`src/rtl/dino_sprite_renderer.sv`:
```
// Dino sprite renderer: maps scan coordinates to sprite-ROM addresses and emits a
// per-pixel colour/valid stream three cycles after the sampled coordinates. Also
// reports whether any opaque dino pixel overlapped an obstacle during the previous frame.
module dino_sprite_renderer #(
  parameter int unsigned SPR_W  = 44,
  parameter int unsigned SPR_H  = 47,
  parameter int unsigned ADDR_W = 14,
  parameter logic [11:0] TKEY   = 12'hFFF
) (
  input  logic              clk_i,
  input  logic              rst_i,
  input  logic [3:0]        sel_i,
  input  logic [9:0]        dino_x_i,
  input  logic [9:0]        dino_y_i,
  input  logic              frame_start_i,
  input  logic              de_i,
  input  logic [9:0]        h_cnt_i,
  input  logic [9:0]        v_cnt_i,
  output logic [ADDR_W-1:0] rom_addr_o,
  input  logic [11:0]       rom_data_i,
  input  logic              obstacle_hit_i,
  output logic              pixel_valid_o,
  output logic [11:0]       pixel_rgb_o,
  output logic              collide_o
);

  localparam int unsigned FrameSz = SPR_W * SPR_H;

  // Per-frame latched state; armed_q keeps the output blank until the first frame_start.
  logic [3:0] sel_l_q;
  logic [9:0] x_l_q, y_l_q;
  logic       armed_q;

  // Pipeline state.
  logic [ADDR_W-1:0] rom_addr_q, rom_addr_d;
  logic              hit1_q, hit2_q;
  logic              pixel_valid_q, pixel_valid_d;
  logic [11:0]       pixel_rgb_q, pixel_rgb_d;

  // Collision accumulator.
  logic acc_q, acc_d;
  logic collide_q, collide_d;

  logic [2:0]        idx;
  logic [ADDR_W-1:0] base;
  logic [10:0]       col, row, x_end, y_end;
  logic              hit;
  logic              overlap;

  // Latch select code and position once per frame so the sprite never tears.
  always_ff @(posedge clk_i) begin
    if (rst_i) begin
      sel_l_q <= 4'b0000;
      x_l_q   <= '0;
      y_l_q   <= '0;
      armed_q <= 1'b0;
    end else if (frame_start_i) begin
      sel_l_q <= sel_i;
      x_l_q   <= dino_x_i;
      y_l_q   <= dino_y_i;
      armed_q <= 1'b1;
    end
  end

  // Decode latched select code into a sprite frame index and its ROM base address.
  always_comb begin
    idx = 3'd0;
    case (sel_l_q)
      4'b0001: idx = 3'd1;
      4'b0010: idx = 3'd2;
      4'b1011: idx = 3'd3;
      4'b0011: idx = 3'd4;
      4'b0111: idx = 3'd5;
      default: idx = 3'd0;
    endcase
    base = ADDR_W'(idx) * ADDR_W'(FrameSz);
  end

  // Stage 1: window test and address generation; 11-bit sums avoid wrap past the screen edge.
  always_comb begin
    col   = {1'b0, h_cnt_i} - {1'b0, x_l_q};
    row   = {1'b0, v_cnt_i} - {1'b0, y_l_q};
    x_end = {1'b0, x_l_q} + 11'(SPR_W);
    y_end = {1'b0, y_l_q} + 11'(SPR_H);
    hit   = armed_q & de_i
          & (h_cnt_i >= x_l_q) & ({1'b0, h_cnt_i} < x_end)
          & (v_cnt_i >= y_l_q) & ({1'b0, v_cnt_i} < y_end);
    rom_addr_d = '0;
    if (hit) begin
      rom_addr_d = base + ADDR_W'(row) * ADDR_W'(SPR_W) + ADDR_W'(col);
    end
  end

  // Stage 3: transparent-key test on the ROM data returned for the stage-1 address.
  always_comb begin
    pixel_valid_d = hit2_q & (rom_data_i != TKEY);
    pixel_rgb_d   = pixel_valid_d ? rom_data_i : 12'h000;
  end

  // Pixel pipeline registers; the ROM itself provides the stage-2 register for data.
  always_ff @(posedge clk_i) begin
    if (rst_i) begin
      rom_addr_q    <= '0;
      hit1_q        <= 1'b0;
      hit2_q        <= 1'b0;
      pixel_valid_q <= 1'b0;
      pixel_rgb_q   <= 12'h000;
    end else begin
      rom_addr_q    <= rom_addr_d;
      hit1_q        <= hit;
      hit2_q        <= hit1_q;
      pixel_valid_q <= pixel_valid_d;
      pixel_rgb_q   <= pixel_rgb_d;
    end
  end

  // Overlap on the frame_start cycle is credited to the frame just ending.
  always_comb begin
    overlap   = pixel_valid_q & obstacle_hit_i;
    acc_d     = acc_q | overlap;
    collide_d = collide_q;
    if (frame_start_i) begin
      collide_d = acc_q | overlap;
      acc_d     = 1'b0;
    end
  end

  // Collision accumulator and per-frame result register.
  always_ff @(posedge clk_i) begin
    if (rst_i) begin
      acc_q     <= 1'b0;
      collide_q <= 1'b0;
    end else begin
      acc_q     <= acc_d;
      collide_q <= collide_d;
    end
  end

  assign rom_addr_o    = rom_addr_q;
  assign pixel_valid_o = pixel_valid_q;
  assign pixel_rgb_o   = pixel_rgb_q;
  assign collide_o     = collide_q;

endmodule

```
`config.mk`:
```
export PLATFORM = sky130hd
export DESIGN_NAME = dino_sprite_renderer
export DESIGN_NICKNAME = d
export VERILOG_FILES = /design/src/rtl/dino_sprite_renderer.sv
export SDC_FILE = /design/constraint.sdc
export NUM_CORES = 1
export LEC_CHECK = 0
export ABC_CLOCK_PERIOD_IN_PS = 10200
export BUFFER_PORTS_ARGS = -buffer_cell sky130_fd_sc_hd__buf_2
export CELL_PAD_IN_SITES_DETAIL_PLACEMENT = 0
export CELL_PAD_IN_SITES_GLOBAL_PLACEMENT = 2
export CORE_ASPECT_RATIO = 2
export CORE_UTILIZATION = 37
export CTS_CLUSTER_SIZE = 40
export DETAILED_ROUTE_END_ITERATION = 8
export GPL_TIMING_DRIVEN = 0
export PLACE_DENSITY_LB_ADDON = 0.1
export SLEW_MARGIN = 20
export SYNTH_ARGS = -nofsm -noshare
export SYNTH_HDL_FRONTEND = slang
export SYNTH_SLANG_ARGS = --single-unit
```
`constraint.sdc`:
```
create_clock -name clk_i -period 10.2 [get_ports clk_i]
set_clock_uncertainty 0.05 [all_clocks]
set_input_delay 2.04 -clock clk_i [delete_from_list [all_inputs] [get_ports clk_i]]
set_output_delay 2.04 -clock clk_i [all_outputs]
set_load 0.02 [all_outputs]
```
# ---- Yosys cells after proc, flatten, opt, wreduce, memory -nomap -nowiden
# Cells that the tools add are included.
dict set report word_totals {
  out_inout_bits 28
  input_bits 61
  ff_bits 56
}
dict set report op_classes {
  reduce_logical 3
  order_cmp 4
  eq_ne 6
  muxes 1
  multipliers 2
  add_sub_neg 6
  bitwise_logic 10
}
# op count
set ops {}
lappend ops {{10-bit by 6-bit adder with 11-bit output (second input constant)} 2}
lappend ops {{10-bit by 11-bit < comparator with 1-bit output} 2}
lappend ops {{10-bit by 10-bit subtractor with 11-bit output} 2}
lappend ops {{10-bit >= comparator} 2}
lappend ops {{3-bit one-hot mux with 5 select lines} 1}
lappend ops {{14-bit by 11-bit adder with 14-bit output} 1}
lappend ops {{14-bit adder} 1}
lappend ops {{11-bit by 4-bit multiplier with 12-bit output (second input constant)} 1}
lappend ops {{3-bit by 10-bit multiplier with 12-bit output (second input constant)} 1}
lappend ops {{12-bit != test (second input constant)} 1}
lappend ops {{4-bit by 2-bit == test with 1-bit output (second input constant)} 2}
lappend ops {{1-bit bitwise AND} 7}
lappend ops {{2-bit OR reduction} 3}
lappend ops {{4-bit by 1-bit == test with 1-bit output (second input constant)} 1}
lappend ops {{4-bit by 3-bit == test with 1-bit output (second input constant)} 1}
lappend ops {{4-bit == test (second input constant)} 1}
lappend ops {{1-bit NOT} 2}
lappend ops {{1-bit OR} 1}

# ---- Longest topological paths before layout
# Gate-level depths: netlist of the first run.
dict set report logic_depth {
  word_depth 7
  ltp_mapped 26
  ltp_nobuf 26
}

# ---- Worst setup path after synthesis of the first run
# Ideal clock, no wire load.
dict set report synth_path {
  path_kind {in2reg}
  from {input port v_cnt_i[0]}
  to {register rom_addr_q[13] (netlist: rom_addr_o[13])}
  setup_ps 128
  required_time_ps 10022
  cell_stages 24
  arrival_time_ps 6483
  path_buffers 0
  slack_ps 3539
  cell_sequence {inv_1 ha_1 fa_1 nor2b_1 o21a_1 nor2_1 xnor2_1 ha_1 inv_1 fa_1 inv_1 ha_1 xor2_1 fa_1 inv_1 ha_1 a21o_1 nand2_1 and4b_1 o31ai_1 xnor2_1 xnor2_1 xnor2_1 nor2_1}
}
dict set report synth_between {
  elab_chain_cells 5
}
# item line
set synth_lines {}
lappend synth_lines {{from (decl)} 18} ;# input logic [9:0] v_cnt_i,
lappend synth_lines {{parallel branches: the longest is 5 deep, another holds 14-bit adder} n/a}
lappend synth_lines {{to (signal assigned)} 109} ;# rom_addr_q <= rom_addr_d;
lappend synth_lines {{to (decl)} 35} ;# logic [ADDR_W-1:0] rom_addr_q, rom_addr_d;
# Several ways; the timed one is not identified.
# A chain may end at the register's enable or synchronous reset.

# ---- Final worst setup path of the first run
dict set report layout_path {
  from {input port v_cnt_i[1]}
  to {register rom_addr_q[13] (netlist: rom_addr_o[13])}
}
# Same word-level chain as after synthesis.

==> results of run 1 <==
==> stage by stage <==
step	hold slack, ns	utilization	area, um^2
global placement	0.379	0.433	5280
finish	0.391	0.445	5420
global route	0.426	0.445	5420
detailed placement	0.378	0.433	5280
floorplan	0.364	-	4660
CTS	0.397	0.445	5420
==> registers in the layout (all words and copies together), names as in the netlist <==
register / count
hit2_q: 1
acc_q: 1
sel_l_q: 4
y_l_q: 10
pixel_rgb_o: 12
rom_addr_o: 14
pixel_valid_o: 1
hit1_q: 1
x_l_q: 10
collide_o: 1
armed_q: 1
==> metal layers <==
| layer | share of wire | track usage | up-vias |
|---|---|---|---|
| met4 | 0.012 | 0.0471 | 0 |
| met5 | 0 | 0 | - |
| met3 | 0.029 | 0.0193 | 8 |
| met1 | 0.37 | 0.191 | 1772 |
| li1 | - | - | 1953 |
| met2 | 0.59 | 0.385 | 62 |
==> final timing paths <==
path | slack, ns | endpoint | startpoint | cells after the start
setup reg to reg | 4.54 | rom_addr_o[13]$_SDFF_PP0_ | y_l_q[1]$_SDFFE_PP0P_ | 26
setup / recovery | 3.21 | rom_addr_o[13]$_SDFF_PP0_ | v_cnt_i[1] | 26
hold reg to reg | 0.39 | hit2_q$_SDFF_PP0_ | hit1_q$_SDFF_PP0_ | 1
hold / removal | 0.39 | hit2_q$_SDFF_PP0_ | hit1_q$_SDFF_PP0_ | 1
==> layout make-up <==
type / instances / share of cell area
multi-input combinational: 387 / 0.599
clock inverter: 3 / 0.00392
clock buffer: 5 / 0.0231
timing repair buffer: 87 / 0.0803
tap: 147 / 0.0339
sequential: 56 / 0.207
buffer: 9 / 0.00761
inverter: 66 / 0.0457
==> synth_stat cells, drive strengths merged <==
master / count
xnor2: 37
ha: 78
nand2b: 3
o21ba: 1
or3: 2
mux2i: 24
and2: 13
xor2: 13
o21ai: 14
o22ai: 1
nand3b: 2
nand4: 8
and4b: 1
o32ai: 1
o41ai: 1
nor2b: 10
a21oi: 23
dfxtp: 56
a21o: 9
fa: 17
nor2: 55
clkbuf: 5
nand3: 2
inv: 66
o221ai: 2
o32a: 1
buf: 4
nor4: 3
o211ai: 3
o2111ai: 3
a211oi: 5
nand2: 14
o21a: 9
nor3: 15
a31oi: 2
nor3b: 2
and3: 1
o21bai: 6
o31ai: 3
a2111oi: 1
a221oi: 2
==> cells by family after synthesis <==
family,count (synthesis),share of synthesized area
xor gates and xnor gates,50,0.0940
muxes,24,0.0516
DFF,56,0.241
and+or+nand+nor,131,0.138
AOI/OAI and AO/OA,87,0.131
buffers and inverters,75,0.0621
adders and majority gates,95,0.283
==> placed cells by master, fill, tap and decap left out, drive strengths merged, types with 5 or more instances in the layout <==
master,n
xnor2,37
a21oi,23
o21a,9
nand2,14
nand4,8
buf,91
xor2,13
ha,78
and2,13
inv,67
o21bai,6
fa,17
nor2b,10
o21ai,14
mux2i,24
nor3,15
nor2,55
a211oi,5
clkbuf,10
dfxtp,56
a21o,9
==> power by group <==
part	total (uW)	internal (uW)	leakage, uW	switching (uW)
combinational	1130	498	0.00213	630
sequential	232	226	0.000456	6.24
clock	177	91.8	0.0000702	85.3
==> flow_summary.toml, run 1 <==
[outcome]
status = "finished clean"

[clock_network]
clockBufferDepth = 2
htree_levels = 2
cts-buffers-inserted = 5
post_cts_buffers = 0
cts.sinks = 56
cts_hold_buf = 0
cts_root_buf = "clkbuf_16"
cts_resized = 0
cts_tree = "built"
clkTransAtPathRegs_ns = 0.08
clk_latency_ns = 0.29

[timing]
min_period_ns = 6.99
finalWorstSetupSlack_ns = 3.21
fin_setup_tns_ns = 0
setup_viol = 0
drv_slew = 0
rsz0062_at_grt = "false"
hold_viol = 0
maxSlewHeadroom = 0.451
worst_pin_slew_ns = 0.822
fmax_mhz = 143
finalCritPeriodShare = 0.686

[power]
irDropWorstVdd_v = 0.000445
p_leak_uw = 0.00265
power_density_nw_per_um2 = 283
power.total_uw = 1540

[synthesis]
synth_area_um2 = 4660
synth_top_area_share = 0.241
avgSynthCellArea_um2 = 8.99
ys_warn_count = 0
ys_seq_area_frac = 0.241
yosys.area.top_type = "dfxtp_1"
ys_ff_latch = 56
synthesis.instances = 518
synth_fp_nets = 674
ys_top_cells_by_area = "dfxtp_1 (24%), ha_1 (21%), fa_1 (7.3%)"
yosysUniqueCellTypes = 49

[critical_path]
required_ns = 10.32
max_stage_delay_ns = 0.53
startpoint_type = "primary input"
crit_path_frequent_cell = "ha_1"
crit_fanout = 3
crit_buf_inv = 5
crit_type = "primary input to flop"
end_kind = "flop"
worstPathArrival_ns = 7.12
crit_slowest_cell = "fa_1"
critPathTopFamily = "adder cells"

[detailed_routing]
post_drt_wl_per_cell_um = 15.0
avgViaCountPerCell = 4.99
wirelength_mm = 11.4
drt-pass1-iter-count = 4
drc = 0
vias = 3795
drtIter0Drc = 81
ant_nets = 0

[layout]
seq_area_um2 = 1120
drive_gt1_frac = 0.170
finalNonFillerCells = 760
fin_nets = 768
synthToLayoutAreaGrowth_pct = 16.4
multiInputGateArea_um2 = 3250
antennaDiodeCount = 0
fill_cells = 1276

[floorplan]
start_util = 0.382
pin_count = 89
coreArea_um2 = 12200
std_cell_rows = 57
die-height_um = 161
die_area_um2 = 13100
die_width_um = 81.3

[global_route]
antenna_found_initial = 0
grt_start_max_net_pins = 19
grt_usage = 0.189
first_global_vias = 4018
grt_pass1_wl_mm = 18.8
gr-total-overflow = 0

[placed_design]
place_inst = 752
hpwl_mm = 9.89
pre_cts_slack_ns = 2.82
port_buffers = 87
gp_congestion = 0.858

[min_path]
hp-class = "flop to flop"

[run]
cap_viol_max_count = 0
(Power assumes the default switching activity.)
==> run 2: changes to the inputs <==
ABC_AREA = 1   (was default)
ABC_CLOCK_PERIOD_IN_PS = 6700   (was 10200)
CORE_UTILIZATION = 32   (was 37)
clock period = 6.7 ns   (was 10.2 ns; I/O delays follow)
==> flow_summary.toml, run 2 <==
[outcome]
status = "finished clean"

[clock_network]
cts-buffers-inserted = 5
clk_latency_ns = 0.32
cts.sinks = 56
htree_levels = 2
cts_tree = "built"
clkTransAtPathRegs_ns = 0.09
clockBufferDepth = 2
cts_root_buf = "clkbuf_16"
cts_hold_buf = 0

[floorplan]
pin_count = 89
die_area_um2 = 16300
std_cell_rows = 64
start_util = 0.328
die_width_um = 90.8
die-height_um = 180
coreArea_um2 = 15400

[synthesis]
synth_edf_count = 0
yosys.area.top_type = "dfxtp_1"
ys_ff_latch = 56
synthesis.instances = 682
synth_area_um2 = 5040
synth_most_common_cell = "inv_1"
ys_seq_area_frac = 0.222
ys_warn_count = 0
synthFlopType = "dfxtp_1"
ys_top_cells_by_area = "dfxtp_1 (22%), ha_1 (19%), inv_1 (9.8%)"
avgSynthCellArea_um2 = 7.39
synth_fp_nets = 838
synth_common_cells = "inv_1 (131), nand2_1 (102), ha_1 (78), dfxtp_1 (56), a21oi_1 (55)"
yosysUniqueCellTypes = 36
synth_top_area_share = 0.222
ys_async_sr_fraction = 0

[layout]
fill_cells = 1681
final_cell_mix = "inv_1 (131), nand2_1 (101), buf_2 (88)"
drive_gt1_frac = 0.173
synthToLayoutAreaGrowth_pct = 18.0
fin_util = 0.387
multiInputGateArea_um2 = 3430
seq_area_um2 = 1120
fin_nets = 934
design_area_um2 = 5950
largest_reg_flops = 14
final_common_cell = "inv_1"
finalNonFillerCells = 978

[placed_design]
port_buffers = 88
pre_cts_slack_ns = -0.207
hpwl_mm = 12.3
placed_cell_area_um2 = 5730
gp_congestion = 0.799
place_inst = 968

[timing]
rsz0062_at_grt = "false"
hold_viol = 0
fmax_mhz = 161
worst_pin_slew_ns = 0.609
finalWorstSetupSlack_ns = 0.483
setup_viol = 0
min_period_ns = 6.22
maxSlewHeadroom = 0.594
drv_slew = 0
finalCritPeriodShare = 0.928

[critical_path]
crit_slowest_cell = "fa_1"
end_kind = "flop"
max_stage_delay_ns = 0.51
reg2reg_slack_ns = 1.12
startpoint_type = "primary input"
crit_path_frequent_cell = "nand2_1"
crit_fanout = 5
crit_type = "primary input to flop"
worstPathArrival_ns = 6.42
required_ns = 6.90

[global_route]
antenna_found_initial = 1
grt_start_max_net_pins = 20
grt_pass1_wl_mm = 22.9
grt_usage = 0.181
first_global_vias = 4834
gr-total-overflow = 0

[power]
seq_power_share = 0.129
p_sw_uw = 1430
combinationalPowerShare = 0.766
power_density_nw_per_um2 = 462
p_int_uw = 1320
irDropWorstVdd_v = 0.000476
p_clk_frac = 0.105
p_leak_uw = 0.00321
p_sw_frac = 0.520

[run]
cap_viol_max_count = 0

[detailed_routing]
drc = 0
drtIter0Drc = 97
ant_nets = 0
avgViaCountPerCell = 4.63
drt-pass1-iter-count = 4
vias = 4528
wirelength_mm = 14.2
post_drt_wl_per_cell_um = 14.5

[min_path]
hp-class = "flop to flop"
[run 2: cell types whose count changed after synthesis, moves of 8 or more]
| cell | change |
|---|---|
| and2_1 | -13 |
| nand2_1 | +88 |
| nor2_1 | -9 |
| nor2b_1 | -10 |
| o21ai_0 | +26 |
| o21a_1 | -8 |
| a21oi_1 | +32 |
| nor3_1 | -8 |
| inv_1 | +66 |
| xor2_1 | +17 |
| nor2_2 | +11 |
| xnor2_1 | -28 |
| mux2i_1 | -24 |
| nand3_1 | +34 |
[run 2: cell type report]
| cell class | instances | area share |
|---|---|---|
| Clock buffer | 5 | 0.0210 |
| Inverter | 136 | 0.0858 |
| Buffer | 9 | 0.00694 |
| Timing Repair Buffer | 89 | 0.0753 |
| Clock inverter | 3 | 0.00463 |
| Sequential cell | 56 | 0.188 |
| Antenna cell | 1 | 0.000421 |
| Tap cell | 198 | 0.0416 |
| Multi-Input combinational cell | 481 | 0.576 |
[run 2: what timing repair did]
item | CTS | global route
endpoints found under the setup margin | 0 | 1
gates resized for setup | 0 | 8
setup buffers | 0 | 1
[run 2: cell families after synthesis]
group,after synthesis,share of synthesized area
and+or+nand+nor,228,0.207
xor gates and xnor gates,39,0.0678
adders and majority gates,95,0.261
AOI/OAI and AO/OA,119,0.133
buffers and inverters,145,0.109
DFF,56,0.222
[run 2: critical path: cells and delay by family]
kind	cells	cell delay [ns]
AO/OA/AOI/OAI	4	0.55
XOR/XNOR	3	0.52
adder cells (fa/ha/maj)	7	2.35
buffers and inverters	6	0.42
AND/OR/NAND/NOR	12	1.26
[run 2: worst paths after layout]
check	start	endpoint	cells after the start
max	v_cnt_i[0]	rom_addr_o[13]$_SDFF_PP0_	32
min	hit1_q$_SDFF_PP0_	hit2_q$_SDFF_PP0_	2
max reg2reg	y_l_q[2]$_SDFFE_PP0P_	rom_addr_o[13]$_SDFF_PP0_	28
min reg2reg	hit1_q$_SDFF_PP0_	hit2_q$_SDFF_PP0_	2
[run 2: layer usage]
layer,vias to the layer above,part of all wire,track usage
met1,2077,0.35,0.163
met4,0,0.025,0.0710
met2,49,0.61,0.387
met5,-,0,0
met3,16,0.016,0.0195
li1,2386,-,-
[run 2: stage by stage]
| step | power (uW) | hold WS, ns | TNS, ns |
|---|---|---|---|
| after floorplan | 1980 | 0.338 | 0 |
| after global placement | 2400 | 0.345 | -0.186 |
| after detailed placement | 2390 | 0.351 | -0.207 |
| after CTS | 2720 | 0.355 | 0 |
| after global routing | 3090 | 0.376 | 0 |
| final | 2750 | 0.353 | 0 |
[run 2: power by group through the flow]
| stage | clock, uW | sequential, uW | combinational [uW] |
|---|---|---|---|
| after floorplan | 0 | 364 | 1610 |
| after global placement | 0 | 363 | 2040 |
| after detailed placement | 0 | 363 | 2030 |
| after CTS | 303 | 355 | 2060 |
| after global routing | 313 | 357 | 2420 |
| final | 289 | 355 | 2110 |
